$ cat src/rtl/poci_serializer.sv
// poci_serializer
//   Controller-out (POCI) side of the SPI slave. When the PICO deserializer
//   flags a completed byte, the byte selected by the POCI mux is captured and
//   shifted out MSB-first on serial_out, one bit per sclk.
//
// Ports
//   sclk        SPI clock; all state updates on its rising edge
//   rstn        synchronous active-low reset
//   msg_flag    byte-complete flag from PICO (may be held high several cycles)
//   read_data   byte presented by the POCI mux
//   tx_en       readback enable, sampled at the msg_flag rising edge
//   serial_out  POCI serial data, MSB first
//   busy        high while a byte is being shifted
//   bit_cnt     index of the bit currently on serial_out (0 = MSB)
//   byte_done   one-cycle pulse after the last bit of a byte
//   overrun     sticky: a new byte was flagged before the current one finished
module poci_serializer #(
    parameter int WIDTH = 8,
    parameter int CNT_W = 3
) (
    input  logic             sclk,
    input  logic             rstn,
    input  logic             msg_flag,
    input  logic [WIDTH-1:0] read_data,
    input  logic             tx_en,
    output logic             serial_out,
    output logic             busy,
    output logic [CNT_W-1:0] bit_cnt,
    output logic             byte_done,
    output logic             overrun
);

    typedef enum logic {
        IDLE,
        SHIFT
    } state_t;

    localparam logic [CNT_W-1:0] LAST_BIT = CNT_W'(WIDTH - 1);

    state_t           state, state_n;
    logic [WIDTH-1:0] shift_reg, shift_n;
    logic [CNT_W-1:0] cnt_n;
    logic             done_n;
    logic             ovr_n;
    logic             msg_flag_d;
    logic             load_ev;

    // One event per msg_flag rise, however long the flag is held.
    assign load_ev = msg_flag & ~msg_flag_d & tx_en;

    // shift_reg is cleared whenever the block goes idle, so its MSB is
    // already 0 outside SHIFT and no output gating is needed.
    assign serial_out = shift_reg[WIDTH-1];
    assign busy       = (state == SHIFT);

    always_ff @(posedge sclk) begin
        if (!rstn) begin
            state      <= IDLE;
            shift_reg  <= '0;
            bit_cnt    <= '0;
            byte_done  <= 1'b0;
            overrun    <= 1'b0;
            msg_flag_d <= 1'b0;
        end else begin
            state      <= state_n;
            shift_reg  <= shift_n;
            bit_cnt    <= cnt_n;
            byte_done  <= done_n;
            overrun    <= ovr_n;
            msg_flag_d <= msg_flag;
        end
    end

    always_comb begin
        state_n = state;
        shift_n = shift_reg;
        cnt_n   = bit_cnt;
        done_n  = 1'b0;
        ovr_n   = overrun;

        case (state)
            IDLE: begin
                if (load_ev) begin
                    shift_n = read_data;
                    cnt_n   = '0;
                    state_n = SHIFT;
                end
            end

            SHIFT: begin
                if (bit_cnt == LAST_BIT) begin
                    done_n = 1'b1;
                    if (load_ev) begin
                        // Back-to-back: reload without an idle gap.
                        shift_n = read_data;
                        cnt_n   = '0;
                    end else begin
                        shift_n = '0;
                        cnt_n   = '0;
                        state_n = IDLE;
                    end
                end else begin
                    shift_n = {shift_reg[WIDTH-2:0], 1'b0};
                    cnt_n   = bit_cnt + CNT_W'(1);
                    // The colliding byte is dropped; the current one carries on.
                    if (load_ev) begin
                        ovr_n = 1'b1;
                    end
                end
            end

            default: begin
                state_n = IDLE;
            end
        endcase
    end

endmodule

$ cat config.mk
export PLATFORM = sky130hd
export DESIGN_NAME = poci_serializer
export DESIGN_NICKNAME = d
export VERILOG_FILES = /design/src/rtl/poci_serializer.sv
export SDC_FILE = /design/constraint.sdc
export NUM_CORES = 1
export LEC_CHECK = 0
export CAP_MARGIN = 40
export CORE_UTILIZATION = 44
export CTS_CLUSTER_SIZE = 25
export DETAILED_ROUTE_END_ITERATION = 10
export PLACE_DENSITY_LB_ADDON = 0.05
export SYNTH_ARGS = -nofsm -noshare
export SYNTH_HDL_FRONTEND = slang
export SYNTH_SLANG_ARGS = --single-unit
$ cat constraint.sdc
create_clock -name sclk -period 1.9 [get_ports sclk]
set_input_delay 0.285 -clock sclk [delete_from_list [all_inputs] [get_ports sclk]]
set_output_delay 0.285 -clock sclk [all_outputs]
set_load 0.1 [all_outputs]
# Word level (Yosys, flattened, before mapping)
# Cells that the tools add are included.
# totals
regBits,15
in_bits,12
output_inout_bits,7
word_cells,27
# classes
n_addsub,1
eq_ne,2
mux,11
bitwise,5
n_reduce_logical,2
# op_table
op,count
$mux W8,3
$pmux W8 S2,1
$mux W3,2
$pmux W3 S2,1
$add A3 B1 Y3 const B,1
$eq A3 B3 Y1 const B,1
$mux W1,3
$not A1 Y1,3
$reduce_and A3 Y1,1
$and A1 B1 Y1,2
$ne A2 B2 Y1 const B,1
$pmux W1 S2,1
$reduce_and A2 Y1,1

# Longest topological paths before layout
# Gate-level depths: netlist of run 1.
# logic_depth
ltp_word,6
depth_mapped,5
ltp_nobuf,5

# Worst setup path after synthesis of run 1
# No wires, ideal clock.
# synth_path
path_type,reg2reg
startpoint,reg bit_cnt[0]
endpoint,reg shift_reg[7]
setup_ns,0.062
arrival_ns,2.012
t_required_ns,1.838
slack_ns,-0.174
stages_incl_launch_ff,6
path_buffers,0
synth_period_minus_slack_ns,2.074
cell_sequence,dfxtp_1 > ha_1 > ha_1 > nor2b_2 > nor3b_2 > a221o_1
# synth_via
elab_chain_len,3
# synth_rtl
element,line,text
start: declaration,28,"output logic [CNT_W-1:0] bit_cnt,"
start signal: assignment,67,bit_cnt <= cnt_n;
$eq A3 B3 Y1,91,if (bit_cnt == LAST_BIT) begin
$mux W8,91,
$pmux W8 S2,81,case (state)
end signal: assignment,66,shift_reg <= shift_n;
end: declaration,41,"logic [WIDTH-1:0] shift_reg, shift_n;"
# Every way passes these cells.
# A chain may end at the register's enable or synchronous reset.

# Worst setup path after layout of run 1
# layout_path
startpoint,reg bit_cnt[0]
endpoint,reg shift_reg[5]
# The elaborated chain is that of the path after synthesis.

==> results.md, run 1 <==
- The path with the worst hold slack has its endpoint at shift_reg[0].
- The placeable core region is 0.001318 mm^2.
- The initial antenna violation count is 0.
- Of the total power, the clock network draws 0.291.
- The number of different library cells in the post-synthesis netlist is 19.
- The combinational share of power is 0.177.
- The clock latency reported for the late side of the worst-skew pair is approximately 280 ps.
- The floorplan row count is 13.
- The ratio of total power to cell area is around 740 mW/mm^2.
- No sink is reached through more buffers than the 2 on the longest clock path.
- The flip-flop and latch count after synthesis is 15.
- The post-synthesis async set-or-reset flop share is 0.
- The cell count after synthesis came out at 57.
- In this run the number of H-tree levels came out at 1.
- The transition time at the pin with the least slew margin is 416.7 ps.
- The die footprint is between 0.0015 and 0.002 mm^2.
- The mean number of vias per cell is 5.234.
- The detailed router placed 492 vias in this run.
- The data arrival time of the critical path is about 1600 ps.
- Yosys mapped a number of flops with a built-in enable equal to 0.
- The detailed-routing iteration count for the pre-antenna-repair pass is 2.
- The switching power as a share of total power is 0.2749.
- Counting instances, the worst hold path has a depth of 2.
- The completed layout was analyzed and its total power is 0.6304 mW.
- Summed over all nets, the half-perimeter wirelength after detailed placement is around 850 um.
- In the final routed layout, each cell accounts on average for between 10 and 15 um.
- The worst path in the final design needs a cycle of around 1400 ps, including I/O delays and setup.
- The antenna diode instance count is 0.
- After routing, the total negative slack on setup checks comes to 0 ps.
- The share of total power dissipated in sequential elements is 0.533.
- The flow ran to the end, and the final reports show no timing, DRC or antenna violations.
- The synthesis-to-finish area growth is 33.46%.
- The internal portion of the total power is between 0.4 and 0.5 mW.
- The detail route stage leaves a number of antenna-violating nets equal to 0.
- The max-capacitance violation count is 0.
- The final wirelength is about 1.2 mm.
- The number of global-route vias before repair was between 400 and 500.
- The critical path capture point type is a flop.
- The clock transition time at the flip-flop clock pins of the worst setup and hold paths is about 90 ps.
- CTS saw 15 sinks.
- The fraction of final layout cells with drive strength greater than 1 is 0.2532.
- The kind of start point of the critical path is a flop.
- After detailed routing, the wire length on met1 is a little over 600 um.
- The number of flip-flops under the largest register name is 8.
- The x dimension of the die is 40.01 um.
- The number of DRC markers in iteration 0 is 5.
- The max-slew violation total from the final report is 0.
- The worst ir drop on vdd is 0.4053 mV.
- The type of the worst setup path is reg -> reg.
- The TritonCTS clock tree is done.
- The most common flop cell mapped by yosys is sky130_fd_sc_hd__dfxtp_1.
- The number of primary I/O pins is 19.
- In this run, post-CTS hold repair placed 0 buffers.
- Each instance of the synthesized netlist takes up on average about 11 um^2.
- The cell sitting at the root of the clock tree is a sky130_fd_sc_hd__clkbuf_4.
- Across the whole layout, storage elements account for slightly above 300 um^2.
- In the routed design, unresolved DRC markers number 0.
- The highest net fanout along the worst path is 8.
- The die is roughly 40 um tall.
- Across every metal layer, demand over resource in global routing totals 0.1647.
- The total number of yosys warnings is 0.
- For this run, the share of the core covered by cells in the final layout is 0.6439.
- For the worst setup path, the data required time is around 2100 ps.
- The library cells used most frequently in the layout, excluding fill and tap cells, are sky130_fd_sc_hd__dfxtp_1 (11), sky130_fd_sc_hd__clkdlybuf4s50_1 (11), sky130_fd_sc_hd__and3_1 (9), sky130_fd_sc_hd__buf_4 (9), sky130_fd_sc_hd__a221o_1 (7).
- The routed length on met3 is 62 um.
- Counting the fill cells in the layout gives between 100 and 150.
- The worst register-to-register path ends at shift_reg[5].
- The number of nets produced by synthesis is 72.
- For the worst flop-to-flop path, the logic depth is 6.
- The switching power total is between 0.15 and 0.2 mW.
- In this run the top signal layer used is met4.
- The number of hold-slack violations in the final timing report is 0.
- The total overflow left after global routing is 0.
- The launch instance of the worst register-to-register path is bit_cnt[0].
- The highest clock rate is about 700 MHz.
- Setup repair after global routing left no endpoint under its margin.
- The total standard cell area after synthesis is roughly 640 um^2.
- The first-pass GRT wire length is roughly 1.7 mm.
- The startpoint identified for the worst hold timing path is shift_reg[0].
- The pin count of the biggest net entering global routing is 16.
- After clock tree synthesis, the setup repair step added 0 buffers.
- The share of the Yosys chip area taken by registers is 0.4724.
- The path class of the tightest hold or removal check is reg -> reg.
- The clock skew is ~5.8 ps.
- The number of nets in the finished design is 95.
- The worst slew margin relative to its limit is 0.7210.
- The final critical-path share of the clock period is 0.7495.
- In this run the static leakage power is roughly 0.40 nW.
- The initial standard-cell utilization of the core is 0.4824.
- The multi-input combinational cells in the finished layout cover a total of 316.6 um^2.
- The routability-driven placement congestion ratio is 0.6610.
- The flop-to-flop setup slack is 480 ps.
- The number of CTS-inserted buffers is 3.
- After clock tree synthesis, the repair step resized 0 gates.
- Setup violations remaining at the end of the flow were counted as 0.
- The routed design uses slightly above 500 um of met2 wire.
- Port buffering added 18 buffers.
[power by group through the flow]
stage | registers (mW) | clock network (mW) | logic, mW
final | 0.336 | 0.183 | 0.111
after global routing | 0.338 | 0.202 | 0.118
after CTS | 0.336 | 0.188 | 0.112
after detailed placement | 0.343 | 0 | 0.112
after global placement | 0.343 | 0 | 0.111
after floorplan | 0.376 | 0 | 0.0374
[stage by stage]
step           hold WS, ps  worst slack [ps]  area [um^2]  std cells
3_5_place_dp         456.2             259.2        822.0         90
6_report             470.2             475.9        848.3         94
5_1_grt              500.9             370.1        848.3         94
2_1_floorplan        406.7             180.9        640.6         57
4_1_cts              473.7             468.3        848.3         94
3_3_place_gp         450.0             264.4        822.0         90
[cell families after synthesis]
family / count (synthesis) / synth area share
adders and majority gates: 3 / 0.05906
buffers and inverters: 3 / 0.02951
AOI/OAI and AO/OA: 14 / 0.1929
and+or+nand+nor: 22 / 0.2461
DFF: 15 / 0.4724
[worst max-delay path: stages (launching register included)]
cell	delay, ps
sky130_fd_sc_hd__dfxtp_2	360
sky130_fd_sc_hd__ha_1	170
sky130_fd_sc_hd__ha_1	160
sky130_fd_sc_hd__nor2b_2	50
sky130_fd_sc_hd__buf_4	150
sky130_fd_sc_hd__and3_1	170
sky130_fd_sc_hd__a221o_1	260
[cell type report]
cell class	count	area share
clock buffer	4	0.03097
inverter	1	0.004425
multi-input combinational	39	0.3732
timing repair buffer	20	0.2094
tap	15	0.02212
sequential	15	0.3599
[Yosys cell counts, drive strengths merged, types with 2 or more instances]
| cell | instances | area share |
|---|---|---|
| nor3 | 2 | 0.016 |
| and3 | 10 | 0.11 |
| a221o | 7 | 0.11 |
| nand2 | 2 | 0.012 |
| ha | 3 | 0.059 |
| a21boi | 3 | 0.035 |
| o21a | 3 | 0.035 |
| dfxtp | 15 | 0.47 |
| nand3 | 3 | 0.024 |
[per-layer routing]
| layer | vias to the layer above | track usage |
|---|---|---|
| met4 | 0 | 0.1293 |
| li1 | 263 | - |
| met1 | 216 | 0.1837 |
| met3 | 2 | 0.03333 |
| met5 | - | 0 |
| met2 | 11 | 0.2702 |
[worst max path at each step]
stage / startpoint / to / slack (ps)
floorplan: bit_cnt[1] / shift_reg[7] / 180
CTS: bit_cnt[0] / shift_reg[5] / 470
global route: bit_cnt[0] / shift_reg[5] / 370
finish: bit_cnt[0] / shift_reg[5] / 480
detailed placement: msg_flag / shift_reg[5] / 260
global placement: msg_flag / shift_reg[1] / 260
(Power assumes the default switching activity.)
==> inputs of run 2 (changes only) <==
==> constraint.sdc (replaced) <==
create_clock -name sclk -period 1.35 [get_ports sclk]
set_input_delay 0.2025 -clock sclk [delete_from_list [all_inputs] [get_ports sclk]]
set_output_delay 0.2025 -clock sclk [all_outputs]
set_load 0.1 [all_outputs]
==> results.md, run 2 (synthesized netlist as in run 1, its figures left out) <==
- The clock latency reported for the late side of the worst-skew pair is 280 ps (about the same).
- The clock transition time at the flip-flop clock pins of the worst setup and hold paths was 80 ps (about the same).
- The number of primary I/O pins is 19 (unchanged).
- The placeable core region is 0.001318 mm^2 (unchanged).
- The floorplan row count came to 13 (unchanged).
- The initial standard-cell utilization of the core is 0.4824 (unchanged).
- The highest net fanout along the worst path is 5 (-3).
- The clock skew is 3.271 ps (-2.578 ps).
- Setup repair after global routing could not meet its margin everywhere.
- The routability-driven placement congestion ratio is 0.6469 (-2.1%).
- The final reports fail on negative setup slack.
- The number of DRC markers in iteration 0 is 5 (unchanged).
- The number of nets in the finished design is 102 (+7.4%).
- The worst hold path begins at shift_reg[0].
- The x dimension of the die is 40.01 um (unchanged).
- The die extent in y came to 40.01 um (unchanged).
- In this run the worst hold path is classified as reg -> reg.
- The placement-stage worst setup slack came to -201.9 ps (-461.1 ps).
- The buffer count from post-CTS setup fixing came to 0 (unchanged).
- The post-cts hold buffer count is 0 (unchanged).
- The transition time at the pin with the least slew margin is 328.7 ps (-87.99 ps).
- The detailed-routing iteration count for the pre-antenna-repair pass is 2 (unchanged).
- STA classifies the critical path startpoint as a flop.
- In the layout the commonest cells are sky130_fd_sc_hd__dfxtp_1 (11), sky130_fd_sc_hd__clkdlybuf4s50_1 (11), sky130_fd_sc_hd__buf_4 (8).
- The initial antenna violation count was 0 (unchanged).
- The final critical-path share of the clock period is 1.004 (+0.2543).
- The first-pass GRT wire length came to 2.014 mm (+21%).
- The clock root buffer is sky130_fd_sc_hd__clkbuf_4.
- The count of input and output buffers was 18 (unchanged).
- The number of flip-flops under the largest register name came to 8 (unchanged).
- STA classifies the critical path endpoint as a flop.
- The data arrival time of the critical path was 1530 ps (-60 ps).
- The count of H-tree levels built during CTS is 1 (unchanged).
- The HPWL after detailed placement is 1.045 mm (+23%).
- The design area is 0.001059 mm^2 (+25%).
- The average wire per cell in the routed design is 13.69 um (+7.4%).
- The highest clock rate is 737.9 MHz (+5.1%).
- The total placed instance area came to 0.001008 mm^2 (+23%).
- The worst ir drop on vdd is 0.6392 mV (+58%).
- The post-layout minimum cycle time is 1355 ps (-68.91 ps).
- The data required time of the critical path was 1520 ps (-550 ps).
- The number of filler instances in the final layout is 82 (-30%).
- The number of remaining DRC errors is 0 (unchanged).
- The max-slew violation total from the final report is 0 (unchanged).
- In this run the worst setup path begins at bit_cnt[0].
- The number of hold-slack violations in the final timing report was 0 (unchanged).
- The synthesis-to-finish area growth is 66.54%.
- The total setup violations reported at the end of the flow is 4 (+4).
- The via count came to 545 (+11%).
- The max-capacitance violation count was 0 (unchanged).
- The setup slack after layout came to -5.171 ps (-481.1 ps).
- The fraction of final layout cells with drive strength greater than 1 is 0.3837 (+0.1306).
- The ratio of total power to cell area is 870.6 mW/mm^2 (+17%).
- The cell leakage power was 0.4441 nW (+12%).
- The flow ran to the end, but the final reports show violations.
- The final wirelength is 1.383 mm (+15%).
- The number of clock sinks is 15 (unchanged).
- The overall overflow remaining after global route is 0 (unchanged).
- The global-route usage over all layers is 0.1907 (+0.02596).
- The TritonCTS clock tree is done.
- The pin count of the biggest net entering global routing is 9 (-7).
- The number of global-route vias before repair is 478 (+9.9%).
- The die footprint is 0.001600 mm^2 (unchanged).
- The launch instance of the worst register-to-register path is bit_cnt[0].
- The antenna diode instance count is 0 (unchanged).
- The maximum root-to-sink buffer count came to 2 (unchanged).
- The number of CTS-inserted buffers is 3 (unchanged).
- The worst setup path is of the reg -> reg kind.
- The post-route antenna net violation count was 0 (unchanged).
- The worst slew margin relative to its limit was 0.7806 (+0.05964).
- The mean number of vias per cell is 5.396 (+3.1%).
==> run 2: cell types whose count changed in the layout (fill, tap and decap cells not counted), sizes merged <==
cell / before / now
buf: 9 / 16
==> run 2: worst max-delay path, stage by stage, from the launching register on <==
cell and delay [ps]:
sky130_fd_sc_hd__dfxtp_4 370, sky130_fd_sc_hd__ha_4 150, sky130_fd_sc_hd__ha_4 130, sky130_fd_sc_hd__nor2b_4 50
sky130_fd_sc_hd__buf_4 130, sky130_fd_sc_hd__and3_1 160, sky130_fd_sc_hd__a221o_1 260
==> run 2: per-layer routing <==
metal,track usage,vias up,share of wire
met5,0,-,0
met4,0.07759,0,0.013
met3,0.03333,2,0.040
met2,0.3387,15,0.52
met1,0.2226,247,0.43
li1,-,281,-
==> run 2: repair_timing <==
action / CTS / global route
pin swaps: 2 / 0
resized for setup: 2 / 3
endpoints found under the setup margin: 1 / 7
==> run 2: report_power, final <==
part | leakage [nW] | internal [mW] | switching [mW]
registers | 0.125 | 0.456 | 0.0153
clock network | 0.0150 | 0.115 | 0.135
logic | 0.304 | 0.102 | 0.0986
==> run 2: per-stage QoR <==
step                      total power, mW  std cells  utilization  TNS, ps  hold WS, ps
after floorplan                    0.5823         57            -   -689.2        324.2
after global placement             0.6760         97       0.7654    -1252        460.5
after detailed placement           0.6786         97       0.7654    -1447        460.6
after CTS                          0.9318        101       0.7920   -59.73        485.3
after global routing               0.9608        101       0.8034   -230.4        516.3
final                              0.9216        101       0.8034   -9.143        478.8
==> run 2: final timing paths <==
check	end	slack (ps)	cells past startpoint
setup / recovery	shift_reg[1]	-5	6
hold / removal	shift_reg[0]	480	2
setup reg to reg	shift_reg[1]	-5	6
hold reg to reg	shift_reg[0]	480	2
==> run 2: cell type report <==
cell class | instances | area [um^2] | area share
clock buffer | 4 | 26.28 | 0.02482
inverter | 1 | 3.754 | 0.003546
multi-input combinational | 39 | 372.9 | 0.3522
sequential | 15 | 315.3 | 0.2979
tap | 15 | 18.77 | 0.01773
timing repair buffer | 27 | 321.6 | 0.3038
==> inputs of run 3 (changes only) <==
--- a/config.mk
+++ b/config.mk
@@ -7,6 +7,7 @@
 export LEC_CHECK = 0
 export CAP_MARGIN = 40
 export CORE_UTILIZATION = 44
+export CTS_CLUSTER_DIAMETER = 40
 export CTS_CLUSTER_SIZE = 25
 export DETAILED_ROUTE_END_ITERATION = 10
 export PLACE_DENSITY_LB_ADDON = 0.05
==> results of run 3 <==
Final layout, timing and power as in run 2 (identical DEF).
